[src/rtl/bus_pkg.sv]
// Shared types and constants for the single-master bus fabric and its address decoder.
package bus_pkg;

    localparam int ADDR_W = 32;
    localparam int DATA_W = 32;

    typedef enum logic [1:0] {
        IDLE   = 2'd0,
        ACCESS = 2'd1,
        DONE   = 2'd2
    } state_e;

    // Slot 0 occupies the least-significant 32 bits.
    localparam logic [4*ADDR_W-1:0] DEF_SLV_BASE = {32'h3000_0000, 32'h2000_0000,
                                                   32'h1000_0000, 32'h0000_0000};
    localparam logic [4*ADDR_W-1:0] DEF_SLV_MASK = {4{32'hF000_0000}};

endpackage

[src/rtl/bus_decode.sv]
// Combinational address decoder: the lowest-index slot whose masked address matches its base wins.
module bus_decode
    import bus_pkg::*;
#(
    parameter int                          NUM_SLV  = 4,
    parameter logic [NUM_SLV*ADDR_W-1:0]   SLV_BASE = DEF_SLV_BASE,
    parameter logic [NUM_SLV*ADDR_W-1:0]   SLV_MASK = DEF_SLV_MASK,
    parameter int                          SLOT_W   = $clog2(NUM_SLV)
) (
    input  logic [ADDR_W-1:0] addr_i,
    output logic              hit_o,
    output logic [SLOT_W-1:0] slot_o
);

    logic [NUM_SLV-1:0] match;

    generate
        for (genvar gi = 0; gi < NUM_SLV; gi++) begin : g_match
            assign match[gi] = (addr_i & SLV_MASK[gi*ADDR_W +: ADDR_W])
                               == SLV_BASE[gi*ADDR_W +: ADDR_W];
        end
    endgenerate

    // Scanning downwards lets the lowest matching index overwrite the others.
    always_comb begin
        hit_o  = 1'b0;
        slot_o = '0;
        for (int i = NUM_SLV - 1; i >= 0; i--) begin
            if (match[i]) begin
                hit_o  = 1'b1;
                slot_o = SLOT_W'(i);
            end
        end
    end

endmodule

[src/rtl/bus_fabric.sv]
// Single-master to multi-slave bus fabric: decode, one outstanding slave access with a
// grant timeout, one-cycle completion pulse and a saturating error counter.
module bus_fabric
    import bus_pkg::*;
#(
    parameter int                          NUM_SLV  = 4,
    parameter int                          TIMEOUT  = 16,
    parameter logic [NUM_SLV*ADDR_W-1:0]   SLV_BASE = DEF_SLV_BASE,
    parameter logic [NUM_SLV*ADDR_W-1:0]   SLV_MASK = DEF_SLV_MASK
) (
    input  logic                       clk_i,
    input  logic                       rst_ni,
    input  logic                       m_req_i,
    input  logic [ADDR_W-1:0]          m_addr_i,
    input  logic [DATA_W-1:0]          m_wdata_i,
    input  logic                       m_we_i,
    input  logic [1:0]                 m_hb_i,
    output logic                       m_gnt_o,
    output logic [DATA_W-1:0]          m_rdata_o,
    output logic                       m_err_o,
    output logic [7:0]                 err_cnt_o,
    output logic [NUM_SLV-1:0]         s_ce_o,
    output logic                       s_req_o,
    output logic                       s_we_o,
    output logic [ADDR_W-1:0]          s_addr_o,
    output logic [DATA_W-1:0]          s_wdata_o,
    output logic [1:0]                 s_hb_o,
    input  logic [NUM_SLV-1:0]         s_gnt_i,
    input  logic [NUM_SLV*DATA_W-1:0]  s_rdata_i
);

    localparam int         SLOT_W   = $clog2(NUM_SLV);
    localparam logic [7:0] TMO_LAST = 8'(TIMEOUT - 1);

    state_e              state_q, state_d;
    logic [ADDR_W-1:0]   addr_q, addr_d;
    logic [DATA_W-1:0]   wdata_q, wdata_d;
    logic                we_q, we_d;
    logic [1:0]          hb_q, hb_d;
    logic [SLOT_W-1:0]   slot_q, slot_d;
    logic                err_q, err_d;
    logic [7:0]          cnt_q, cnt_d;
    logic [DATA_W-1:0]   rdata_q, rdata_d;
    logic [7:0]          err_cnt_q, err_cnt_d;

    logic                dec_hit;
    logic [SLOT_W-1:0]   dec_slot;
    logic                gnt_sel;
    logic [DATA_W-1:0]   rdata_sel;
    logic [DATA_W-1:0]   s_rdata_w [NUM_SLV];

    bus_decode #(
        .NUM_SLV  (NUM_SLV),
        .SLV_BASE (SLV_BASE),
        .SLV_MASK (SLV_MASK),
        .SLOT_W   (SLOT_W)
    ) u_decode (
        .addr_i (m_addr_i),
        .hit_o  (dec_hit),
        .slot_o (dec_slot)
    );

    generate
        for (genvar gi = 0; gi < NUM_SLV; gi++) begin : g_rdata
            assign s_rdata_w[gi] = s_rdata_i[gi*DATA_W +: DATA_W];
        end
    endgenerate

    // Only the selected slot's grant and data are ever looked at.
    assign gnt_sel   = s_gnt_i[slot_q];
    assign rdata_sel = s_rdata_w[slot_q];

    always_comb begin
        state_d   = state_q;
        addr_d    = addr_q;
        wdata_d   = wdata_q;
        we_d      = we_q;
        hb_d      = hb_q;
        slot_d    = slot_q;
        err_d     = err_q;
        cnt_d     = cnt_q;
        rdata_d   = rdata_q;
        err_cnt_d = err_cnt_q;

        case (state_q)
            IDLE: begin
                if (m_req_i) begin
                    addr_d  = m_addr_i;
                    wdata_d = m_wdata_i;
                    we_d    = m_we_i;
                    hb_d    = m_hb_i;
                    cnt_d   = '0;
                    if (dec_hit) begin
                        slot_d  = dec_slot;
                        err_d   = 1'b0;
                        state_d = ACCESS;
                    end else begin
                        err_d   = 1'b1;
                        rdata_d = '0;
                        state_d = DONE;
                    end
                end
            end
            ACCESS: begin
                // A grant in the last allowed cycle still completes successfully.
                if (gnt_sel) begin
                    rdata_d = rdata_sel;
                    err_d   = 1'b0;
                    state_d = DONE;
                end else if (cnt_q == TMO_LAST) begin
                    rdata_d = '0;
                    err_d   = 1'b1;
                    state_d = DONE;
                end else begin
                    cnt_d = cnt_q + 8'd1;
                end
            end
            DONE: begin
                if (err_q && (err_cnt_q != 8'hFF)) begin
                    err_cnt_d = err_cnt_q + 8'd1;
                end
                state_d = IDLE;
            end
            default: state_d = IDLE;
        endcase
    end

    always_ff @(posedge clk_i or negedge rst_ni) begin
        if (!rst_ni) begin
            state_q   <= IDLE;
            addr_q    <= '0;
            wdata_q   <= '0;
            we_q      <= 1'b0;
            hb_q      <= '0;
            slot_q    <= '0;
            err_q     <= 1'b0;
            cnt_q     <= '0;
            rdata_q   <= '0;
            err_cnt_q <= '0;
        end else begin
            state_q   <= state_d;
            addr_q    <= addr_d;
            wdata_q   <= wdata_d;
            we_q      <= we_d;
            hb_q      <= hb_d;
            slot_q    <= slot_d;
            err_q     <= err_d;
            cnt_q     <= cnt_d;
            rdata_q   <= rdata_d;
            err_cnt_q <= err_cnt_d;
        end
    end

    // Slave-side outputs are decoded from the state so a reset drops them immediately.
    always_comb begin
        s_ce_o    = '0;
        s_req_o   = 1'b0;
        s_we_o    = 1'b0;
        s_addr_o  = '0;
        s_wdata_o = '0;
        s_hb_o    = '0;
        if (state_q == ACCESS) begin
            s_ce_o[slot_q] = 1'b1;
            s_req_o        = 1'b1;
            s_we_o         = we_q;
            s_addr_o       = addr_q;
            s_wdata_o      = wdata_q;
            s_hb_o         = hb_q;
        end
    end

    assign m_gnt_o   = (state_q == DONE);
    assign m_err_o   = (state_q == DONE) && err_q;
    assign m_rdata_o = rdata_q;
    assign err_cnt_o = err_cnt_q;

endmodule
[config.mk]
export PLATFORM = sky130hd
export DESIGN_NAME = bus_fabric
export DESIGN_NICKNAME = d
export VERILOG_FILES = /design/src/rtl/bus_pkg.sv /design/src/rtl/bus_decode.sv /design/src/rtl/bus_fabric.sv
export SDC_FILE = /design/constraint.sdc
export NUM_CORES = 1
export LEC_CHECK = 0
export ABC_AREA = 1
export BUFFER_PORTS_ARGS = -buffer_cell sky130_fd_sc_hd__buf_2
export CORE_ASPECT_RATIO = 2
export CORE_MARGIN = 3
export CORE_UTILIZATION = 35
export DETAILED_ROUTE_END_ITERATION = 10
export GPL_TIMING_DRIVEN = 0
export PLACE_DENSITY = 0.7
export SYNTH_ARGS = -nofsm -noshare
export SYNTH_HDL_FRONTEND = slang
export SYNTH_SLANG_ARGS = --single-unit
[constraint.sdc]
create_clock -name clk_i -period 1.6 [get_ports clk_i]
set_input_delay 0.32 -clock clk_i [delete_from_list [all_inputs] [get_ports clk_i]]
set_output_delay 0.32 -clock clk_i [all_outputs]
set_load 0.01 [all_outputs]
==> out/metrics.yaml, run 1 <==
design.core.area_um2: 17270
rsz0062_at_grt: "yes"
layout_common_cells: "buf_2 (310), nand2_1 (225), dfrtp_1 (118)"
synth_top_area_cell: "dfrtp_1"
slew_headroom: 0.6189
hp-start: "m_addr_i[6]"
violations: "setup timing"
grt_pass1_wl_um: 33510
cp_slowest_cell: "dfrtp_2"
power_leakage_uw: 0.005303
crit_start: "state_q[1]"
wl_met1_um: 7939
clock_latency_ns: 0.42
netlist-cell-type-count: 32
report.final.slew_viol_count: 0
hold_path.class: "in -> reg"
grt_pass1_vias: 6676
synthesis.nets: 1002
period_share: 1.218
via_per_inst: 4.857
total_power_uw: 14280
wl_met2_um: 12230
nFillCells: 1625
crit_path_end_kind: "output port"
tightestPinTransition_ns: 0.5716
ys.warnings.count: 0
dp_slack_ns: -0.4327
dr.first_iter.drc_count: 243
critPathKind: "reg -> out"
grt_max_degree: 63
io_pins: 316
crit_arrival_ns: 1.63
rr_endpoint: "m_rdata_o[18]"
routed.top_layer: "met4"
tritoncts: "built"
clk_pin_slew_ns: 0.05
cts_sinks: 120
clock.fmax_mhz: 513.0
synth_top_area_frac: 0.4883
dp_hpwl_um: 16550
ys_seq_area_frac: 0.4883
start_util: 0.3561
antenna_found_initial: 0
nNetsFinal: 1371
rr_startpoint: "cnt_q[1]"
cap_violations: 0
required_ns: 1.28
drc_errors: 0
worst_slack_ns: -0.3494
ys_ff_latch: 120
die_h_um: 193.5
timing.final.crit_period_ns: 1.949
crit_family: "buffers and inverters"
htreeDepth: 4
root_buffer: "clkbuf_16"
path_max_fanout: 9
r2r_slack_ns: -0.10
ir_drop_mv: 0.8895
cp_num_buf_inv: 4
io_buffers: 315
synthCells: 798
grt_usage: 0.2234
cp-start-kind: "flop"
ff2ff_path_depth: 9
post_drt_wl_per_cell_um: 15.88
drive_above_1_share: 0.4444
synth_area_um2: 6150
setup_viol: 104
cpPeakStageDelay_ns: 0.42
num_vias: 6746
status: "complete, but fails checks"
chipWidth_um: 99.73
gp_congestion: 0.9132
wl_met3_um: 1116
clockBufferDepth: 2
wl_um: 22060
final_antenna_net_count: 0
synthTopCellsByArea: "dfrtp_1 (49%), nand2_1 (16%), o21ai_0 (6.0%), inv_1 (5.1%), nor2_1 (4.8%)"
setup_tns_ns: -22.28
power_density_nw_per_um2: 1486
insertedDiodeCount: 0
overflow: 0
numCtsBuffers: 17
dr.pass1.iters: 5
postLayoutCoreUtil: 0.5564
min_to: "addr_q[6]"
area_growth_pct: 56.26
skew_ns: 0.01486
holdPathStages: 3
num_rows: 68
dieArea_um2: 19290
synth_area_per_cell_um2: 7.706
final_common_cell: "buf_2"
finalHoldViolCount: 0
crit_chain: "nor2_4 > buf_6 > inv_8 > buf_12 > nor3_4 > buf_2"
power by group:
group | internal (µW) | switching (µW)
Sequential | 3990 | 448
Combinational | 2340 | 3360
Clock | 2790 | 1370
Yosys cell counts:
| master | number |
|---|---|
| buf_4 | 2 |
| nor2_8 | 1 |
| inv_2 | 5 |
| nor3_4 | 1 |
| clkbuf_1 | 11 |
| nand2_1 | 265 |
| and3_1 | 1 |
| a22oi_1 | 33 |
| nand3_1 | 41 |
| o21ai_2 | 6 |
| buf_2 | 23 |
| nand3b_1 | 2 |
| xor2_1 | 4 |
| nor2_4 | 3 |
| inv_1 | 84 |
| o21ai_0 | 74 |
| ha_1 | 2 |
| nand3_2 | 2 |
| nor2_1 | 79 |
| nand4_1 | 3 |
| nand3_4 | 2 |
| nand2_2 | 12 |
| clkbuf_2 | 1 |
| buf_8 | 1 |
| o21ai_1 | 1 |
| dfrtp_1 | 120 |
| nor3_1 | 5 |
| a21oi_1 | 2 |
| a21o_1 | 1 |
| buf_6 | 6 |
| xnor2_1 | 3 |
| or2_2 | 2 |
sequential cells by signal, indices dropped and copies added, names as in the netlist:
register and cells:
slot_q 2, cnt_q 8, err_cnt_o 8, hb_q 2
m_rdata_o 32, we_q 1, wdata_q 32, err_q 1
state_q 2, addr_q 32
per-layer routing:
layer,track usage,vias to the layer above
met1,0.2373,3150
met5,0,-
met2,0.4141,291
li1,-,3247
met3,0.04331,58
met4,0.09878,0
worst min-delay path, stage by stage:
cell,delay [ns]
buf_2,0.07
nand2_1,0.04
o21ai_0,0.06
how the worst max path moves through the flow:
stage	endpoint	cells after the start
after floorplan	s_ce_o[1]	6
after global placement	addr_q[10]	1
after detailed placement	s_ce_o[1]	7
after CTS	s_ce_o[1]	6
after global routing	s_ce_o[1]	6
final	s_ce_o[2]	6
cell families after synthesis:
kind of cell | synth area share
AOI/OAI and AO/OA | 0.1127
xor gates and xnor gates | 0.009970
adders and majority gates | 0.004069
buffers and inverters | 0.09644
DFF | 0.4883
and+or+nand+nor | 0.2885
metrics by stage:
| step | instance area [µm²] | hold slack (ns) | instances |
|---|---|---|---|
| global route | 9609 | 0.1103 | 1389 |
| CTS | 9017 | 0.08407 | 1371 |
| detailed placement | 8023 | 0.3346 | 1324 |
| global placement | 7989 | 0.4509 | 1323 |
| finish | 9609 | 0.1141 | 1389 |
| floorplan | 6150 | 0.02441 | 798 |
final cells by class:
class | instances | area (µm²) | share of cell area
Buffer | 43 | 396.6 | 0.04128
Clock inverter | 9 | 172.7 | 0.01797
Multi-Input combinational cell | 545 | 2893 | 0.3010
Inverter | 89 | 351.6 | 0.03659
Clock buffer | 22 | 454.2 | 0.04727
Tap cell | 210 | 262.8 | 0.02734
Sequential cell | 120 | 3005 | 0.3128
Timing Repair Buffer | 351 | 2073 | 0.2158
what timing repair did:
action | 4_1_cts | 5_1_grt
hold buffers | 1 | 0
resized for setup | 61 | 136
pin swaps | 6 | 19
buffers inserted | 14 | 13
endpoints found under the hold margin | 58 | 0
setup endpoints to repair | 178 | 185
cloned | 2 | 5
(Power assumes the default switching activity.)
==> inputs of run 2 (changes only) <==
Settings changed: CORE_ASPECT_RATIO 2 to not set.
==> run 2 against run 1 <==
Net effect: first-iteration DRC count is 44% higher; core utilization grew 0.19 points; the run still ends with setup timing left; largest power group unchanged; die area fell by 0.50%; highest routed layer unchanged.
==> out/metrics.yaml, run 2 (synthesis results as in run 1) <==
ir_drop_mv: 0.8382
post_drt_wl_per_cell_um: 15.53
dp_hpwl_um: 15840
overflow: 0
setup_viol: 112
numCtsBuffers: 17
layout_common_cells: "buf_2 (319), nand2_1 (224), dfrtp_1 (117)"
tightestPinTransition_ns: 0.4809
final_common_cell: "buf_2"
clock.fmax_mhz: 537.7
io_pins: 316
finalHoldViolCount: 0
cp-start-kind: "flop"
hold_path.class: "in -> reg"
nFillCells: 1612
fin_area_um2: 9422
critPathKind: "reg -> out"
rsz0062_at_grt: "yes"
dpl-instance-area_um2: 8035
design.core.area_um2: 16880
crit_arrival_ns: 1.54
num_vias: 6558
crit_chain: "inv_2 > nor2_4 > buf_6 > inv_8 > buf_6 > nor2_2 > buf_2"
grt_usage: 0.2120
area_growth_pct: 53.20
antenna_found_initial: 0
postLayoutCoreUtil: 0.5582
final_antenna_net_count: 0
grt_pass1_wl_um: 32800
die_h_um: 138.6
via_per_inst: 4.674
grt_pass1_vias: 6320
cts_sinks: 120
power_leakage_uw: 0.005234
crit_path_end_kind: "output port"
drive_above_1_share: 0.4429
dieArea_um2: 19200
nNetsFinal: 1374
dr.first_iter.drc_count: 350
htreeDepth: 4
grt_max_degree: 74
chipWidth_um: 138.6
cp_slowest_cell: "dfrtp_2"
gp_congestion: 0.9359
period_share: 1.162
multi_input_area_um2: 2813
worst_slack_ns: -0.2598
wl_um: 21780
root_buffer: "clkbuf_16"
clockBufferDepth: 2
path_max_fanout: 10
insertedDiodeCount: 0
start_util: 0.3644
timing.final.crit_period_ns: 1.860
clk_pin_slew_ns: 0.06
power_density_nw_per_um2: 1475
slew_headroom: 0.6794
report.final.slew_viol_count: 0
dr.pass1.iters: 5
clock_latency_ns: 0.41
tritoncts: "built"
skew_ns: 0.007586
cap_violations: 0
total_power_uw: 13900
num_rows: 47
violations: "setup timing"
status: "complete, but fails checks"
drc_errors: 0
required_ns: 1.28
cpPeakStageDelay_ns: 0.37
dp_slack_ns: -0.2426
regArea_um2: 3007
crit_top_cell: "buf_6"
io_buffers: 315
[run 2: cell types whose count changed in the layout (fill, tap and decap cells not counted), sizes merged]
cell / before / now
buf: 374 / 379
bufinv: 5 / 3
clkbuf: 41 / 38
clkinv: 4 / 3
clkinvlp: 1 / 4
inv: 88 / 90
[run 2: path summary, 6_finish.rpt]
kind,cells after the start,slack [ns],end,from
worst max-delay path,7,-0.26,s_addr_o[29],state_q[0]
worst min-delay path,3,0.12,addr_q[8],m_addr_i[8]
worst max register to register,9,-0.16,m_rdata_o[20],cnt_q[0]
worst min register to register,2,0.47,m_rdata_o[16],m_rdata_o[16]
max in group asynchronous,3,0.46,m_rdata_o[21],rst_ni
min in group asynchronous,2,0.42,wdata_q[14],rst_ni
[run 2: per-layer routing]
metal / global-route usage / up-vias / routed length (µm)
met5: 0 / - / 0
met4: 0.06344 / 0 / 461
met3: 0.05345 / 30 / 1273
met2: 0.3546 / 217 / 11100
met1: 0.2727 / 3067 / 8943
li1: - / 3244 / -
[run 2: power by group]
part | switching, µW | leakage (µW) | internal, µW | total (µW)
Combinational | 3320 | 0.00342 | 2270 | 5580
Sequential | 448 | 0.00154 | 3990 | 4440
Clock | 1390 | 0.000280 | 2490 | 3880
Total | 5150 | 0.00523 | 8750 | 13900
[run 2: what timing repair did]
action | CTS | global route
resized for setup | 57 | 102
hold buffers | 1 | 0
hold endpoints to repair | 47 | 0
setup buffers | 12 | 20
cloned | 1 | 5
setup endpoints to repair | 174 | 187
pin swaps | 4 | 17
[run 2: area by class of cell]
type | instances | area share
Inverter | 89 | 0.03705
Clock inverter | 11 | 0.01567
Timing Repair Buffer | 354 | 0.2137
Tap cell | 220 | 0.02922
Clock buffer | 21 | 0.04781
Multi-Input combinational cell | 545 | 0.2985
Buffer | 43 | 0.03891
Sequential cell | 120 | 0.3191
[run 2: per-stage QoR]
stage	hold slack, ns	TNS, ns	std cells
detailed placement	0.2921	-17.69	1334
CTS	0.09957	-21.65	1379
global placement	0.4500	-178.49	1333
floorplan	0.02441	0	798
finish	0.1175	-22.00	1403
global route	0.1002	-30.39	1403
[run 2: critical path, delay by kind of cell (launching register included)]
family / cells / cell delay [ns]
buffers and inverters: 5 / 0.54
flip-flops: 1 / 0.37
AND/OR/NAND/NOR: 2 / 0.22
==> inputs of run 3 (changes only) <==
Clock period 1.6 ns to 2.4 ns, I/O delays scaled along.
==> run 3 against run 2 <==
Net effect: the run now ends clean; clock-buffer cell count did not move; largest power group unchanged; core utilization fell by 4.5 points; sequential cell count did not move; clock power fell by 33%; sequential share of layout area rose by 2.8 points; clock skew barely moved; final area fell by 8.1%; worst setup slack improved by 0.40 ns; non-clock buffer count fell by 37; critical path depth fell by 1; first-iteration DRC count rose by 2.9%; combinational power fell by 45%.
==> out/metrics.yaml, run 3 (synthesis results as in run 1) <==
design.core.area_um2: 16880
layout_common_cells: "buf_2 (334), nand2_1 (265), dfrtp_1 (118)"
timing.final.crit_period_ns: 2.258
setup_tns_ns: 0
fin_cells: 1367
cap_violations: 0
drc_errors: 0
crit_path_end_kind: "output port"
overflow: 0
p_int_uw: 5430
wl_um: 20350
num_vias: 6367
grt_pass1_wl_um: 32360
start_util: 0.3644
grt_pass1_vias: 6246
total_power_uw: 8594
cp-start-kind: "flop"
area_growth_pct: 40.81
path_max_fanout: 10
power_density_nw_per_um2: 992.4
rr_startpoint: "slot_q[0]"
cpPeakStageDelay_ns: 0.46
switching_share: 0.3681
postCtsSetupRepairBufs: 0
clk_pin_slew_ns: 0.05
nNetsFinal: 1337
p_sw_uw: 3164
crit_chain: "nor2_4 > buf_6 > inv_4 > clkbuf_4 > nor2_2 > buf_2"
antenna_found_initial: 0
grt_max_degree: 74
status: "finished clean"
clock.fmax_mhz: 442.9
num_rows: 47
final_common_cell: "buf_2"
period_share: 0.9408
required_ns: 1.92
report.final.slew_viol_count: 0
cp_num_buf_inv: 4
die_h_um: 138.6
final_antenna_net_count: 0
numCtsBuffers: 17
drive_above_1_share: 0.3630
tritoncts: "built"
crit_arrival_ns: 1.78
seq_power_share: 0.341
fin_area_um2: 8660
io_pins: 316
dieArea_um2: 19200
power_leakage_uw: 0.004886
root_buffer: "clkbuf_16"
postLayoutCoreUtil: 0.5131
crit_start: "state_q[1]"
p_clk_frac: 0.301
via_per_inst: 4.658
htreeDepth: 4
ctsHoldBuffers: 0
ir_drop_mv: 0.5648
cts_sinks: 120
dr.first_iter.drc_count: 360
gp_congestion: 0.9359
dp_cells: 1334
critPathKind: "reg -> out"
io_buffers: 315
finalHoldViolCount: 0
rsz0062_at_grt: "no"
dpl-instance-area_um2: 8035
cp_slowest_cell: "dfrtp_2"
dr.pass1.iters: 5
slew_headroom: 0.6522
setup_viol: 0
tightestPinTransition_ns: 0.5217
hold_path.class: "in -> async"
dp_hpwl_um: 15840
post_drt_wl_per_cell_um: 14.88
grt_usage: 0.2095
p_comb_frac: 0.358
clock_latency_ns: 0.41
clockBufferDepth: 2
chipWidth_um: 138.6
skew_ns: 0.007334
crit_family: "buffers and inverters"
==> run 3: changes by cell type in the layout (fill, tap and decap cells not counted), moves of 8 or more <==
cell / change
nand2_4: -10
nand2_2: -31
nor2_2: -13
buf_6: -21
buf_4: -24
clkbuf_1: +10
nor2_1: +14
nand2_1: +41
buf_2: +15
clkbuf_2: -8
==> run 3: area by class of cell <==
cell class / instances / area (µm²)
clock buffers: 21 / 450.4
clock inverters: 11 / 147.6
multi-input cells: 545 / 2561
plain buffers: 44 / 270.3
diodes: 1 / 2.502
fillers: 1692 / 8218
repair buffers: 316 / 1610
flip-flops and latches: 120 / 3005
well taps: 220 / 275.3
inverters: 89 / 336.6
==> run 3: metrics by stage <==
stage	setup WS, ns	hold WS (ns)
6_report	0.1422	0.006896
2_1_floorplan	0.6843	0.1844
3_5_place_dp	0.3974	0.4521
3_3_place_gp	-0.7202	0.4500
4_1_cts	0.01577	0.02182
5_1_grt	0.03654	0.02445
==> run 3: worst paths after layout <==
kind	slack [ns]	end	depth (start not counted)
hold / removal	0.007	wdata_q[14]	1
setup reg to reg	0.64	m_rdata_o[0]	8
hold reg to reg	0.46	m_rdata_o[5]	2
min in group clk_i	0.28	addr_q[8]	3
setup / recovery	0.14	s_wdata_o[23]	6
max in group asynchronous	1.67	m_rdata_o[21]	2
==> run 3: power by group through the flow <==
stage,Combinational [µW],Clock (µW),Sequential (µW)
after detailed placement,3090,0,2950
after CTS,3100,2630,2930
after global routing,3480,2730,3000
after global placement,3050,0,2940
final,3080,2590,2930
after floorplan,1860,0,2990
==> run 3: repair_timing <==
| item | 4_1_cts | 5_1_grt |
|---|---|---|
| pin swaps | 0 | 0 |
| gates resized for setup | 3 | 7 |
| setup endpoints to repair | 11 | 13 |
| hold endpoints to repair | 0 | 0 |
==> run 3: per-layer routing <==
metal,GRT usage,vias up,part of all wire,routed length (µm)
li1,-,3169,-,-
met1,0.2689,2942,0.42,8576
met2,0.3479,225,0.50,10130
met3,0.05483,31,0.060,1213
met4,0.06604,0,0.021,422
met5,0,-,0,0
==> run 3: worst reg2reg max path, stage by stage, from the launching register on <==
cell and delay, ns:
dfrtp_1 0.37, buf_6 0.16, inv_2 0.08, nor2_1 0.36, buf_2 0.31, a22oi_1 0.14
nand3_1 0.16, nand2_1 0.07, nand2_1 0.06
